===== src/rtl/branch_resolve_queue_if.sv =====
// Fetch/resolve/update bundle for the branch resolve queue.
// The master side drives fetch and resolve; the slave side is the queue.
interface branch_resolve_queue_if #(
    parameter int DEPTH = 4,
    parameter int IDX_W = 5
);
    localparam int CW = $clog2(DEPTH) + 1;

    logic             fetch_valid;
    logic [63:0]      fetch_pc;
    logic             fetch_pred_taken;
    logic [63:0]      fetch_pred_target;
    logic             fetch_ready;

    logic             resolve_valid;
    logic             resolve_taken;
    logic [63:0]      resolve_target;

    logic             upd_en;
    logic [IDX_W-1:0] upd_addr;
    logic             upd_taken;

    logic             redirect_valid;
    logic [63:0]      redirect_pc;

    logic [CW-1:0]    count;
    logic             underflow_err;

    modport master (
        output fetch_valid, fetch_pc, fetch_pred_taken, fetch_pred_target,
        input  fetch_ready,
        output resolve_valid, resolve_taken, resolve_target,
        input  upd_en, upd_addr, upd_taken,
        input  redirect_valid, redirect_pc,
        input  count, underflow_err
    );

    modport slave (
        input  fetch_valid, fetch_pc, fetch_pred_taken, fetch_pred_target,
        output fetch_ready,
        input  resolve_valid, resolve_taken, resolve_target,
        output upd_en, upd_addr, upd_taken,
        output redirect_valid, redirect_pc,
        output count, underflow_err
    );
endinterface


===== src/rtl/branch_resolve_queue.sv =====
// In-order queue of predicted branches; resolves the oldest entry,
// trains the predictor and redirects fetch on a mispredict.
module branch_resolve_queue #(
    parameter int DEPTH = 4,
    parameter int IDX_W = 5
) (
    input  logic                  clk,
    input  logic                  arst_n,
    branch_resolve_queue_if.slave bus
);
    localparam int PW = $clog2(DEPTH);
    localparam int CW = PW + 1;

    typedef enum logic {
        RUN,
        RECOVER
    } state_e;

    state_e           state_q, state_d;
    logic [PW-1:0]    head_q, head_d;
    logic [PW-1:0]    tail_q, tail_d;
    logic [CW-1:0]    count_q, count_d;
    logic             upd_en_q, upd_en_d;
    logic [IDX_W-1:0] upd_addr_q, upd_addr_d;
    logic             upd_taken_q, upd_taken_d;
    logic             redir_valid_q, redir_valid_d;
    logic [63:0]      redir_pc_q, redir_pc_d;
    logic             uflow_q, uflow_d;

    logic [63:0]      pc_mem  [DEPTH];
    logic             pt_mem  [DEPTH];
    logic [63:0]      tgt_mem [DEPTH];

    logic [63:0]      head_pc;
    logic             head_pt;
    logic [63:0]      head_tgt;
    logic             ready;
    logic             push;
    logic             pop;
    logic             mispred;

    assign head_pc  = pc_mem[head_q];
    assign head_pt  = pt_mem[head_q];
    assign head_tgt = tgt_mem[head_q];

    assign ready = (state_q == RUN) && (count_q < CW'(DEPTH));
    assign push  = bus.fetch_valid && ready;
    assign pop   = (state_q == RUN) && bus.resolve_valid
                   && (count_q != '0);

    // Target only matters when the branch was actually taken.
    assign mispred = pop
        && ((bus.resolve_taken != head_pt)
            || (bus.resolve_taken
                && (bus.resolve_target != head_tgt)));

    always_comb begin
        state_d = state_q;
        unique case (state_q)
            RUN:     if (mispred) state_d = RECOVER;
            RECOVER: state_d = RUN;
            default: state_d = RUN;
        endcase
    end

    always_comb begin
        head_d  = head_q;
        tail_d  = tail_q;
        count_d = count_q;
        if (mispred) begin
            head_d  = tail_q;
            count_d = '0;
        end else begin
            if (push) tail_d = tail_q + PW'(1);
            if (pop)  head_d = head_q + PW'(1);
            unique case ({push, pop})
                2'b10:   count_d = count_q + CW'(1);
                2'b01:   count_d = count_q - CW'(1);
                default: count_d = count_q;
            endcase
        end
    end

    always_comb begin
        upd_en_d      = pop;
        upd_addr_d    = upd_addr_q;
        upd_taken_d   = upd_taken_q;
        redir_valid_d = mispred;
        redir_pc_d    = redir_pc_q;
        uflow_d       = uflow_q;
        if (pop) begin
            upd_addr_d  = head_pc[IDX_W+1:2];
            upd_taken_d = bus.resolve_taken;
        end
        if (mispred) begin
            redir_pc_d = bus.resolve_taken ? bus.resolve_target
                                           : head_pc + 64'd4;
        end
        if (state_q == RUN && bus.resolve_valid && count_q == '0) begin
            uflow_d = 1'b1;
        end
    end

    always_ff @(posedge clk or negedge arst_n) begin
        if (!arst_n) begin
            state_q       <= RUN;
            head_q        <= '0;
            tail_q        <= '0;
            count_q       <= '0;
            upd_en_q      <= 1'b0;
            upd_addr_q    <= '0;
            upd_taken_q   <= 1'b0;
            redir_valid_q <= 1'b0;
            redir_pc_q    <= '0;
            uflow_q       <= 1'b0;
        end else begin
            state_q       <= state_d;
            head_q        <= head_d;
            tail_q        <= tail_d;
            count_q       <= count_d;
            upd_en_q      <= upd_en_d;
            upd_addr_q    <= upd_addr_d;
            upd_taken_q   <= upd_taken_d;
            redir_valid_q <= redir_valid_d;
            redir_pc_q    <= redir_pc_d;
            uflow_q       <= uflow_d;
        end
    end

    // Payload storage needs no reset; occupancy qualifies every read.
    always_ff @(posedge clk) begin
        if (push) begin
            pc_mem[tail_q]  <= bus.fetch_pc;
            pt_mem[tail_q]  <= bus.fetch_pred_taken;
            tgt_mem[tail_q] <= bus.fetch_pred_target;
        end
    end

    assign bus.fetch_ready    = ready;
    assign bus.upd_en         = upd_en_q;
    assign bus.upd_addr       = upd_addr_q;
    assign bus.upd_taken      = upd_taken_q;
    assign bus.redirect_valid = redir_valid_q;
    assign bus.redirect_pc    = redir_pc_q;
    assign bus.count          = count_q;
    assign bus.underflow_err  = uflow_q;
endmodule


===== src/flat_wrapper.sv =====
// flat-port wrapper written by rule: the top's interface ports become plain ports
module branch_resolve_queue_flat 
#(
    parameter int DEPTH = 4,
    parameter int IDX_W = 5
)
  (clk, arst_n, bus_fetch_valid, bus_fetch_pc, bus_fetch_pred_taken, bus_fetch_pred_target, bus_fetch_ready, bus_resolve_valid, bus_resolve_taken, bus_resolve_target, bus_upd_en, bus_upd_addr, bus_upd_taken, bus_redirect_valid, bus_redirect_pc, bus_count, bus_underflow_err);
  branch_resolve_queue_if #(.DEPTH(DEPTH), .IDX_W(IDX_W)) bus_i ();
  input  logic clk;
  input  logic arst_n;
  input wire logic [$bits(bus_i.fetch_valid)-1:0] bus_fetch_valid;
  input wire logic [$bits(bus_i.fetch_pc)-1:0] bus_fetch_pc;
  input wire logic [$bits(bus_i.fetch_pred_taken)-1:0] bus_fetch_pred_taken;
  input wire logic [$bits(bus_i.fetch_pred_target)-1:0] bus_fetch_pred_target;
  output wire logic [$bits(bus_i.fetch_ready)-1:0] bus_fetch_ready;
  input wire logic [$bits(bus_i.resolve_valid)-1:0] bus_resolve_valid;
  input wire logic [$bits(bus_i.resolve_taken)-1:0] bus_resolve_taken;
  input wire logic [$bits(bus_i.resolve_target)-1:0] bus_resolve_target;
  output wire logic [$bits(bus_i.upd_en)-1:0] bus_upd_en;
  output wire logic [$bits(bus_i.upd_addr)-1:0] bus_upd_addr;
  output wire logic [$bits(bus_i.upd_taken)-1:0] bus_upd_taken;
  output wire logic [$bits(bus_i.redirect_valid)-1:0] bus_redirect_valid;
  output wire logic [$bits(bus_i.redirect_pc)-1:0] bus_redirect_pc;
  output wire logic [$bits(bus_i.count)-1:0] bus_count;
  output wire logic [$bits(bus_i.underflow_err)-1:0] bus_underflow_err;
  assign bus_i.fetch_valid = bus_fetch_valid;
  assign bus_i.fetch_pc = bus_fetch_pc;
  assign bus_i.fetch_pred_taken = bus_fetch_pred_taken;
  assign bus_i.fetch_pred_target = bus_fetch_pred_target;
  assign bus_fetch_ready = bus_i.fetch_ready;
  assign bus_i.resolve_valid = bus_resolve_valid;
  assign bus_i.resolve_taken = bus_resolve_taken;
  assign bus_i.resolve_target = bus_resolve_target;
  assign bus_upd_en = bus_i.upd_en;
  assign bus_upd_addr = bus_i.upd_addr;
  assign bus_upd_taken = bus_i.upd_taken;
  assign bus_redirect_valid = bus_i.redirect_valid;
  assign bus_redirect_pc = bus_i.redirect_pc;
  assign bus_count = bus_i.count;
  assign bus_underflow_err = bus_i.underflow_err;
  branch_resolve_queue #(.DEPTH(DEPTH), .IDX_W(IDX_W)) u_core (.clk(clk), .arst_n(arst_n), .bus(bus_i));
endmodule

===== config.mk =====
export PLATFORM = sky130hd
export DESIGN_NAME = branch_resolve_queue_flat
export DESIGN_NICKNAME = d
export VERILOG_FILES = /design/src/rtl/branch_resolve_queue_if.sv /design/src/rtl/branch_resolve_queue.sv /design/src/flat_wrapper.sv
export SDC_FILE = /design/constraint.sdc
export NUM_CORES = 1
export LEC_CHECK = 0
export CAP_MARGIN = 20
export CORE_ASPECT_RATIO = 2
export CORE_MARGIN = 2
export CORE_UTILIZATION = 25
export DETAILED_ROUTE_END_ITERATION = 12
export GPL_ROUTABILITY_DRIVEN = 0
export SYNTH_ARGS = -nofsm -noshare
export SYNTH_HDL_FRONTEND = slang
export SYNTH_SLANG_ARGS = --single-unit

===== constraint.sdc =====
create_clock -name clk -period 4 [get_ports clk]
set_input_delay 1.2 -clock clk [delete_from_list [all_inputs] [get_ports clk]]
set_output_delay 1.2 -clock clk [all_outputs]
set_load 0.03 [all_outputs]

==> flow_summary.toml, run 1 <==
[grt]
grt_max_degree = 114
grt_util_all_layers_pct = 15.29
grt-ovfl-total = 0
grt_pass1_wl_um = 113300
antenna_found_initial = 39
grt_pass1_vias = 15360

[worst_setup_path]
crit_arrival_ns = 4.37
path_class = "reg -> reg"
critical_path.max_stage_delay_ns = 0.56
crit_path_frequent_cell = "buf_4"
slowest_stage = "mux4_2"
cpLargestDelayFamily = "buffers and inverters"
reg2reg_depth = 12
r2r-end = "u_core.bus.redirect_pc[24]"
path_max_fanout = 24
cp.buffers_inverters = 5
critPathCaptureType = "register"
crit_required_ns = 4.50
reg2reg_from = "u_core.head_q[0]"
start_kind = "register"
critical_path.cell_chain = "buf_12 > buf_4 > mux4_2 > a221o_1 > a2111oi_0 > buf_4 > nand4_1 > nor4_4 > buf_4 > nor2_4 > buf_12 > mux2_4"
cp.depth = 12
r2r_slack_ns = 0.13

[synth]
synthTopCellsByCount = "edfxtp_1, mux4_2, nand2_1"
synth-seq-cells = 597
synth_edf_count = 516
avgSynthCellArea_um2 = 17.90
ys_seq_area_share_pct = 69.62
synth_top_family_by_area = "multiplexers"
muxShareOfSynthArea_pct = 16.16
yosys-top-cells-area = "edfxtp_1, mux4_2, dfrtp_1"
yosys.area_share.simple_pct = 5.468
synth_cell_types = 65
yosys_most_used_dff = "edfxtp_1"
syn_area_mm2 = 0.02517
synth-xor-area-share_pct = 3.758
synthCells = 1406
synth_warnings = 0
synthAdderAreaFrac_pct = 0.3281
synth_compound_area_share_pct = 2.386
synth_largest_area_cell = "edfxtp_1"
syn-num-nets = 1610
yosysMostFrequentCell = "edfxtp_1"
synthArstFlopShare_pct = 13.57
synth_top_cell_area_share_pct = 61.56

[power_and_ir_drop]
total_power_w = 0.02286
p_leak_nw = 10.84
pwr_density_cell_mw_per_mm2 = 708.0
peakVddDrop_v = 0.0004436

[finish]
nets = 1999
finalNonFillerCells = 3182
post-route-util_pct = 32.31
syn2layout_area_growth_pct = 28.30
layout-drive-gt1-share_pct = 22.76

[flow_run]
max_cap_viol_count = 0

[clock_tree]
clk_pin_slew_ns = 0.07
cts-root-buf = "clkbuf_16"
cts_inserted_buffers = 59
cts.htree.levels = 2
clock_latency_ns = 0.64
clockBufferDepth = 3
cts_tree = "built"
cts_sinks = 597

[detailed_routing]
antenna_violating_nets_post_route = 0
vias = 14650
drc = 0
post_drt_wl_per_cell_um = 25.21
first_pass_iters = 5
wl_um = 80210
via_per_inst = 4.603
drt_iter0_markers = 973

[placement]
dp_slack_ns = -0.3798
placed_cells = 3056
io_buffers = 274
hpwl_um = 59720

[sta]
worstMarginPinSlew_ns = 0.9255
fin_ws_ns = 0.1346
fin_crit_ns = 3.865
slew_violations = 0
finalHoldViolations = 0
rsz0062_at_grt = "no"
finClkSkew_ns = 0.03127
period_share_pct = 96.63
max_freq_ghz = 0.2587
setup_viol = 0
slew_headroom_pct = 38.30

[floorplanning]
io_pins = 275
rows = 164
fp.coreArea_mm2 = 0.09993
die_area_mm2 = 0.1034
die_h_um = 452.7
die_w_um = 228.4
start_util_pct = 25.19

[worst_hold_path]
min-delay-start = "u_core.bus.underflow_err"
whs_path_depth = 1
hp-class = "reg -> reg"
worstHoldEndpoint = "u_core.bus.underflow_err"

[status]
outcome = "finished, final reports clean"
per-layer routing:
layer	vias to the layer above	global-route usage (%)	part of all wire, %	wire length [um]
li1	6324	-	-	-
met1	7580	17.51	38	30250
met2	559	28.57	53	42540
met3	161	3.383	6.4	5126
met4	22	3.973	2.7	2140
met5	-	0	0.19	149
state kept, by name, summed over array words and instances (netlist names):
signal and count:
u_core.pc_mem 256, u_core.tgt_mem 256, u_core.bus.redirect_pc 64, u_core.bus.upd_addr 5, u_core.pt_mem 4, u_core.bus.count 3
u_core.head_q 2, u_core.tail_q 2, u_core.bus.redirect_valid 1, u_core.bus.underflow_err 1, u_core.bus.upd_en 1, u_core.bus.upd_taken 1
u_core.state_q 1
worst max path at each step:
stage / from / endpoint / slack, ns
5_1_grt: u_core.head_q[0] / u_core.bus.redirect_pc[60] / 0.02
3_3_place_gp: bus_resolve_target[1] / u_core.bus.redirect_pc[37] / -0.38
6_report: u_core.head_q[0] / u_core.bus.redirect_pc[24] / 0.13
3_5_place_dp: bus_resolve_target[1] / u_core.bus.redirect_pc[43] / -0.38
2_1_floorplan: u_core.head_q[0] / u_core.bus.redirect_pc[10] / 0.45
4_1_cts: u_core.head_q[0] / u_core.bus.redirect_pc[59] / 0.05
worst reg2reg max path, stage by stage, from the launching register on:
cell	delay (ns)
dfrtp_4	0.46
buf_12	0.21
buf_4	0.21
mux4_2	0.56
a221o_1	0.36
a2111oi_0	0.48
buf_4	0.20
nand4_1	0.13
nor4_4	0.32
buf_4	0.19
nor2_4	0.06
buf_12	0.21
mux2_4	0.34
cells in the final DEF (no fill, tap or decap), drive strengths merged, types with 5 or more instances in the layout:
cell	n
nor2	25
diode	9
nor2b	10
o211ai	5
xnor2	74
o21ai	56
clkdlybuf4s50	272
clkinv	23
mux4	112
and3	14
nor3	24
nand3	31
dfrtp	81
edfxtp	516
xor2	34
nand2	100
nand4	23
mux2	85
mux2i	43
clkbuf	81
nand2b	5
nor4	13
inv	26
buf	119
ha	5
and2	5
where the power goes:
part | internal (W) | switching, W | leakage (nW) | total (W)
Sequential | 0.00820 | 0.000514 | 5.68 | 0.00872
Clock | 0.00313 | 0.00237 | 0.937 | 0.00550
Combinational | 0.00394 | 0.00470 | 4.22 | 0.00865
cells by family (layout without fill, tap and decap cells):
family,after synthesis,count (layout)
xor+xnor,108,108
buf+inv,87,526
fa+ha+maj,6,6
flops,597,597
compound gates,96,96
mux,240,240
simple gates,272,272
other cells,0,9
repair_timing:
item / 4_1_cts / 5_1_grt
hold buffers: 0 / 0
setup buffers: 6 / 0
gates resized for setup: 1 / 6
endpoints found under the setup margin: 66 / 4
metrics by stage:
step                area (um2)  setup TNS (ns)  hold WS (ns)
finish                   32290               0        0.4741
global route             32270               0        0.5163
CTS                      32230               0        0.4804
detailed placement       30250          -24.02        0.4623
global placement         30250          -24.56        0.4637
floorplan                25170               0        0.4980
layout make-up:
class,instances,area (um2)
multi-input cells,722,7137
fillers,9759,67640
clock inverters,30,270.3
diodes,9,22.52
flip-flops and latches,597,17530
well taps,1328,1662
clock buffers,81,1640
repair buffers,391,3940
inverters,24,90.09
Power figures use the tool's default switching activity.
==> run 2, diff against run 1 <==
--- a/config.mk
+++ b/config.mk
@@ -5,12 +5,14 @@
 export SDC_FILE = /design/constraint.sdc
 export NUM_CORES = 1
 export LEC_CHECK = 0
+export ABC_CLOCK_PERIOD_IN_PS = 4000
 export CAP_MARGIN = 20
 export CORE_ASPECT_RATIO = 2
 export CORE_MARGIN = 2
-export CORE_UTILIZATION = 25
+export CORE_UTILIZATION = 51
 export DETAILED_ROUTE_END_ITERATION = 12
 export GPL_ROUTABILITY_DRIVEN = 0
+export PLACE_DENSITY = 0.76
 export SYNTH_ARGS = -nofsm -noshare
 export SYNTH_HDL_FRONTEND = slang
 export SYNTH_SLANG_ARGS = --single-unit
==> flow_summary.toml, run 2 (same netlist as run 1, synthesis figures left out) <==
[status]
outcome = "finished, final reports clean"

[sta]
finalHoldViolations = 0
fin_crit_ns = 3.834
rsz0062_at_grt = "no"
worstMarginPinSlew_ns = 0.9406
slew_headroom_pct = 37.30
fin_tns_setup_ns = 0
finClkSkew_ns = 0.01928
max_freq_ghz = 0.2608
period_share_pct = 95.85
setup_viol = 0
finalHoldWorstSlack_ns = 0.4721
slew_violations = 0

[floorplanning]
die_h_um = 318.2
fp.coreArea_mm2 = 0.04892
start_util_pct = 51.45
io_pins = 275
die_w_um = 161.1
rows = 115
die_area_mm2 = 0.05125

[worst_setup_path]
crit_required_ns = 4.46
critical_path.cell_chain = "buf_4 > buf_12 > buf_4 > mux4_2 > xnor2_1 > nand4_1 > nor3_1 > nand4_1 > nor4_4 > nor2_4 > buf_12 > mux2_4"
path_class = "reg -> reg"
r2r_slack_ns = 0.17
path_max_fanout = 32
slowest_stage = "mux4_2"
cp.buffers_inverters = 4
start_kind = "register"
cpLargestDelayFamily = "simple AND/OR/NAND/NOR gates"
crit_arrival_ns = 4.29
cp.depth = 12
critical_path.max_stage_delay_ns = 0.53
reg2reg_depth = 12
critPathCaptureType = "register"

[finish]
syn2layout_area_growth_pct = 22.40
nets = 1950
postLayoutCellArea_mm2 = 0.03081
layout_commonest_cell = "edfxtp_1"
nFillCells = 3511
final_cell_mix = "edfxtp_1, clkdlybuf4s50_1, mux4_2, nand2_1, dfrtp_1"
layout-drive-gt1-share_pct = 20.20

[detailed_routing]
drc = 0
via_per_inst = 5.819
drt_iter0_markers = 1394
wl_um = 62870
first_pass_iters = 5
antenna_violating_nets_post_route = 0
post_drt_wl_per_cell_um = 25.83
vias = 14160

[clock_tree]
clockBufferDepth = 3
cts.htree.levels = 2
clock_latency_ns = 0.58
cts_sinks = 597
clk_pin_slew_ns = 0.06
cts_tree = "built"
cts_inserted_buffers = 50
hold_buffers = 0
cts-root-buf = "clkbuf_16"

[worst_hold_path]
hp-class = "reg -> reg"
whs_path_depth = 1

[grt]
grt-ovfl-total = 0
grt_pass1_wl_um = 92830
grt_pass1_vias = 14450
grt_util_all_layers_pct = 24.50
antenna_found_initial = 17
grt_max_degree = 82

[power_and_ir_drop]
power_frac_seq_pct = 39.8
pwr_density_cell_mw_per_mm2 = 714.7
peakVddDrop_v = 0.0004421
comb_power_share_pct = 37.7
p_leak_nw = 10.49
clock_power_share_pct = 22.5
switching_power_w = 0.007167
p_sw_share_pct = 32.55
internal_power_w = 0.01485

[placement]
io_buffers = 274
dpl_cell_area_mm2 = 0.02904
hpwl_um = 43720

[flow_run]
max_cap_viol_count = 0
## run 2: cell count changes in the layout (fill, tap and decap cells not counted), sizes merged
cell	previous run	this run
buf	119	78
clkbuf	81	72
clkinv	23	18
diode	9	4
inv	26	23
bufinv	4	5
clkinvlp	1	0
## run 2: path summary, 6_finish.rpt
path	from	to
max	u_core.head_q[0]	u_core.bus.redirect_pc[13]
min	u_core.bus.underflow_err	u_core.bus.underflow_err
min reg2reg	u_core.bus.underflow_err	u_core.bus.underflow_err
min in group asynchronous	arst_n	u_core.bus.redirect_pc[10]
max in group asynchronous	arst_n	u_core.bus.redirect_pc[30]
max reg2reg	u_core.head_q[0]	u_core.bus.redirect_pc[13]
## run 2: layout make-up
| class | count | area [um2] | share of cell area [%] |
|---|---|---|---|
| Clock inverter | 22 | 237.7 | 0.7717 |
| Sequential cell | 597 | 17530 | 56.90 |
| Timing Repair Buffer | 351 | 3603 | 11.70 |
| Clock buffer | 71 | 1434 | 4.654 |
| Inverter | 24 | 90.09 | 0.2924 |
| Multi-Input combinational cell | 722 | 7098 | 23.04 |
| Antenna cell | 4 | 10.01 | 0.03249 |
| Tap cell | 643 | 804.5 | 2.611 |
## run 2: worst register-to-register path: stages, from the launching register on
cell	delay (ns)
dfrtp_4	0.45
buf_4	0.15
buf_12	0.20
buf_4	0.23
mux4_2	0.53
xnor2_1	0.16
nand4_1	0.29
nor3_1	0.40
nand4_1	0.22
nor4_4	0.39
nor2_4	0.09
buf_12	0.20
mux2_4	0.40
## run 2: stage by stage
step,utilization (%),power [W],instances,setup slack (ns)
2_1_floorplan,-,0.01424,1406,0.4488
6_report,62.97,0.02202,2434,0.1660
3_3_place_gp,59.36,0.01691,2332,-0.09535
4_1_cts,62.83,0.02207,2427,0.1529
5_1_grt,62.97,0.02294,2433,0.07133
3_5_place_dp,59.36,0.01708,2332,-0.1079
## run 2: timing repair
item	4_1_cts	5_1_grt
buffers inserted	2	2
endpoints found under the setup margin	66	57
endpoints found under the hold margin	0	0
gates cloned	0	1
gates resized for setup	0	1
## run 2: routing by layer
metal / track usage [%] / routed length [um] / share of wire (%) / vias to the layer above
met5: 0 / 143 / 0.23 / -
met4: 7.202 / 1649 / 2.6 / 22
met3: 6.512 / 6117 / 9.7 / 106
met2: 38.99 / 30020 / 48 / 707
met1: 33.56 / 24940 / 40 / 7125
li1: - / - / - / 6203
## run 2: power groups by stage
stage / combinational, W / sequential, W / clock, W
finish: 0.00830 / 0.00876 / 0.00496
global route: 0.00881 / 0.00885 / 0.00527
CTS: 0.00824 / 0.00879 / 0.00503
detailed placement: 0.00813 / 0.00895 / 0
global placement: 0.00802 / 0.00889 / 0
floorplan: 0.00478 / 0.00945 / 0
==> run 3, diff against run 2 <==
--- a/config.mk
+++ b/config.mk
@@ -9,10 +9,11 @@
 export CAP_MARGIN = 20
 export CORE_ASPECT_RATIO = 2
 export CORE_MARGIN = 2
-export CORE_UTILIZATION = 51
+export CORE_UTILIZATION = 55
 export DETAILED_ROUTE_END_ITERATION = 12
+export DONT_BUFFER_PORTS = 1
 export GPL_ROUTABILITY_DRIVEN = 0
-export PLACE_DENSITY = 0.76
+export PLACE_DENSITY = 0.73
 export SYNTH_ARGS = -nofsm -noshare
 export SYNTH_HDL_FRONTEND = slang
 export SYNTH_SLANG_ARGS = --single-unit
==> flow_summary.toml, run 3 (same netlist as run 1, synthesis figures left out) <==
[detailed_routing]
vias = 12860
wl_um = 62570
first_pass_iters = 5
via_per_inst = 6.234
drt_iter0_markers = 786
post_drt_wl_per_cell_um = 30.33
drc = 0
antenna_violating_nets_post_route = 0

[clock_tree]
hold_buffers = 0
cts_sinks = 597
cts_tree = "built"
cts-root-buf = "clkbuf_16"
cts_inserted_buffers = 49
clock_latency_ns = 0.57
clk_pin_slew_ns = 0.07
clockBufferDepth = 3
cts.htree.levels = 2

[floorplanning]
die_w_um = 155.3
die_h_um = 306.5
die_area_mm2 = 0.04759
rows = 110
fp.coreArea_mm2 = 0.04514
start_util_pct = 55.75
io_pins = 275

[finish]
layout-drive-gt1-share_pct = 23.18
syn2layout_area_growth_pct = 10.07
final_cell_mix = "edfxtp_1, mux4_2, nand2_1, dfrtp_1, xnor2_1"
nets = 1665
post-route-util_pct = 61.37
layout_commonest_cell = "edfxtp_1"

[power_and_ir_drop]
peakVddDrop_v = 0.0005378
pwr_density_cell_mw_per_mm2 = 740.4
p_leak_nw = 9.284

[sta]
fin_tns_setup_ns = 0
finClkSkew_ns = 0.01518
slew_violations = 0
fin_crit_ns = 3.813
slew_headroom_pct = 46.05
worstMarginPinSlew_ns = 0.8093
max_freq_ghz = 0.2623
setup_viol = 0
period_share_pct = 95.32
rsz0062_at_grt = "no"
finalHoldViolations = 0

[grt]
grt_max_degree = 115
grt_pass1_vias = 13620
antenna_found_initial = 2
grt-ovfl-total = 0
grt_pass1_wl_um = 90050
grt_util_all_layers_pct = 26.39

[worst_setup_path]
reg2reg_from = "u_core.head_q[0]"
critPathCaptureType = "register"
r2r-end = "u_core.bus.redirect_pc[34]"
path_class = "reg -> reg"
r2r_slack_ns = 0.19
path_max_fanout = 28
crit_arrival_ns = 4.26
reg2reg_depth = 12
crit_required_ns = 4.45
start_kind = "register"

[placement]
io_buffers = 0
hpwl_um = 44940

[worst_hold_path]
hp-class = "in -> async"

[flow_run]
max_cap_viol_count = 0

[status]
outcome = "finished, final reports clean"
## run 3: final cells by class
class                   count  area [um2]
clock inverters            25       227.7
clock buffers              62        1285
repair buffers             67       739.5
multi-input cells         722        7116
well taps                 560       700.7
inverters                  24       90.09
flip-flops and latches    597       17530
diodes                      6       15.01
fillers                  3236       17440
## run 3: through the flow
step           setup WS, ns  total power (W)  instances  cell area [um2]  hold slack, ns
2_1_floorplan        0.4488          0.01424       1406            25170          0.4980
3_3_place_gp        0.02800          0.01577       1963            26070          0.5305
3_5_place_dp       -0.02208          0.01591       1963            26070          0.5398
4_1_cts             0.06042          0.02054       2050            27610          0.2958
5_1_grt             0.01908          0.02135       2061            27700          0.3030
6_report             0.1873          0.02051       2063            27700          0.3204
## run 3: routing by layer
layer / part of all wire (%) / global-route usage, % / vias to the layer above
li1: - / - / 5621
met1: 32 / 27.37 / 6618
met2: 56 / 50.49 / 507
met3: 8.3 / 7.300 / 113
met4: 3.5 / 8.790 / 2
met5: 0.021 / 0 / -
## run 3: critical path, cell delays in order, from the launching register on
cell	delay, ns
dfrtp_4	0.54
buf_16	0.26
mux4_2	0.53
a22o_1	0.26
a311o_1	0.33
nor4_1	0.36
nand4_1	0.13
buf_4	0.16
nor4_4	0.27
buf_4	0.18
nor2_4	0.07
buf_12	0.22
mux2_4	0.33
## run 3: how the worst max path moves through the flow
stage | start | endpoint | cells past startpoint
after floorplan | u_core.head_q[0] | u_core.bus.redirect_pc[10] | 13
after global placement | u_core.head_q[0] | u_core.bus.redirect_pc[33] | 13
final | u_core.head_q[0] | u_core.bus.redirect_pc[34] | 12
after CTS | u_core.head_q[0] | u_core.bus.redirect_pc[34] | 12
after detailed placement | u_core.head_q[0] | u_core.bus.redirect_pc[34] | 13
after global routing | u_core.head_q[0] | u_core.bus.redirect_pc[34] | 13
## run 3: timing repair
| action | CTS | global route |
|---|---|---|
| buffers inserted | 0 | 6 |
| setup endpoints to repair | 20 | 66 |
| gates resized for setup | 4 | 2 |
| gates cloned | 0 | 1 |
## run 3: power by group
part	switching [W]	internal [W]
clock network	0.00212	0.00253
registers	0.00137	0.00819
logic	0.00327	0.00303
total	0.00676	0.0138
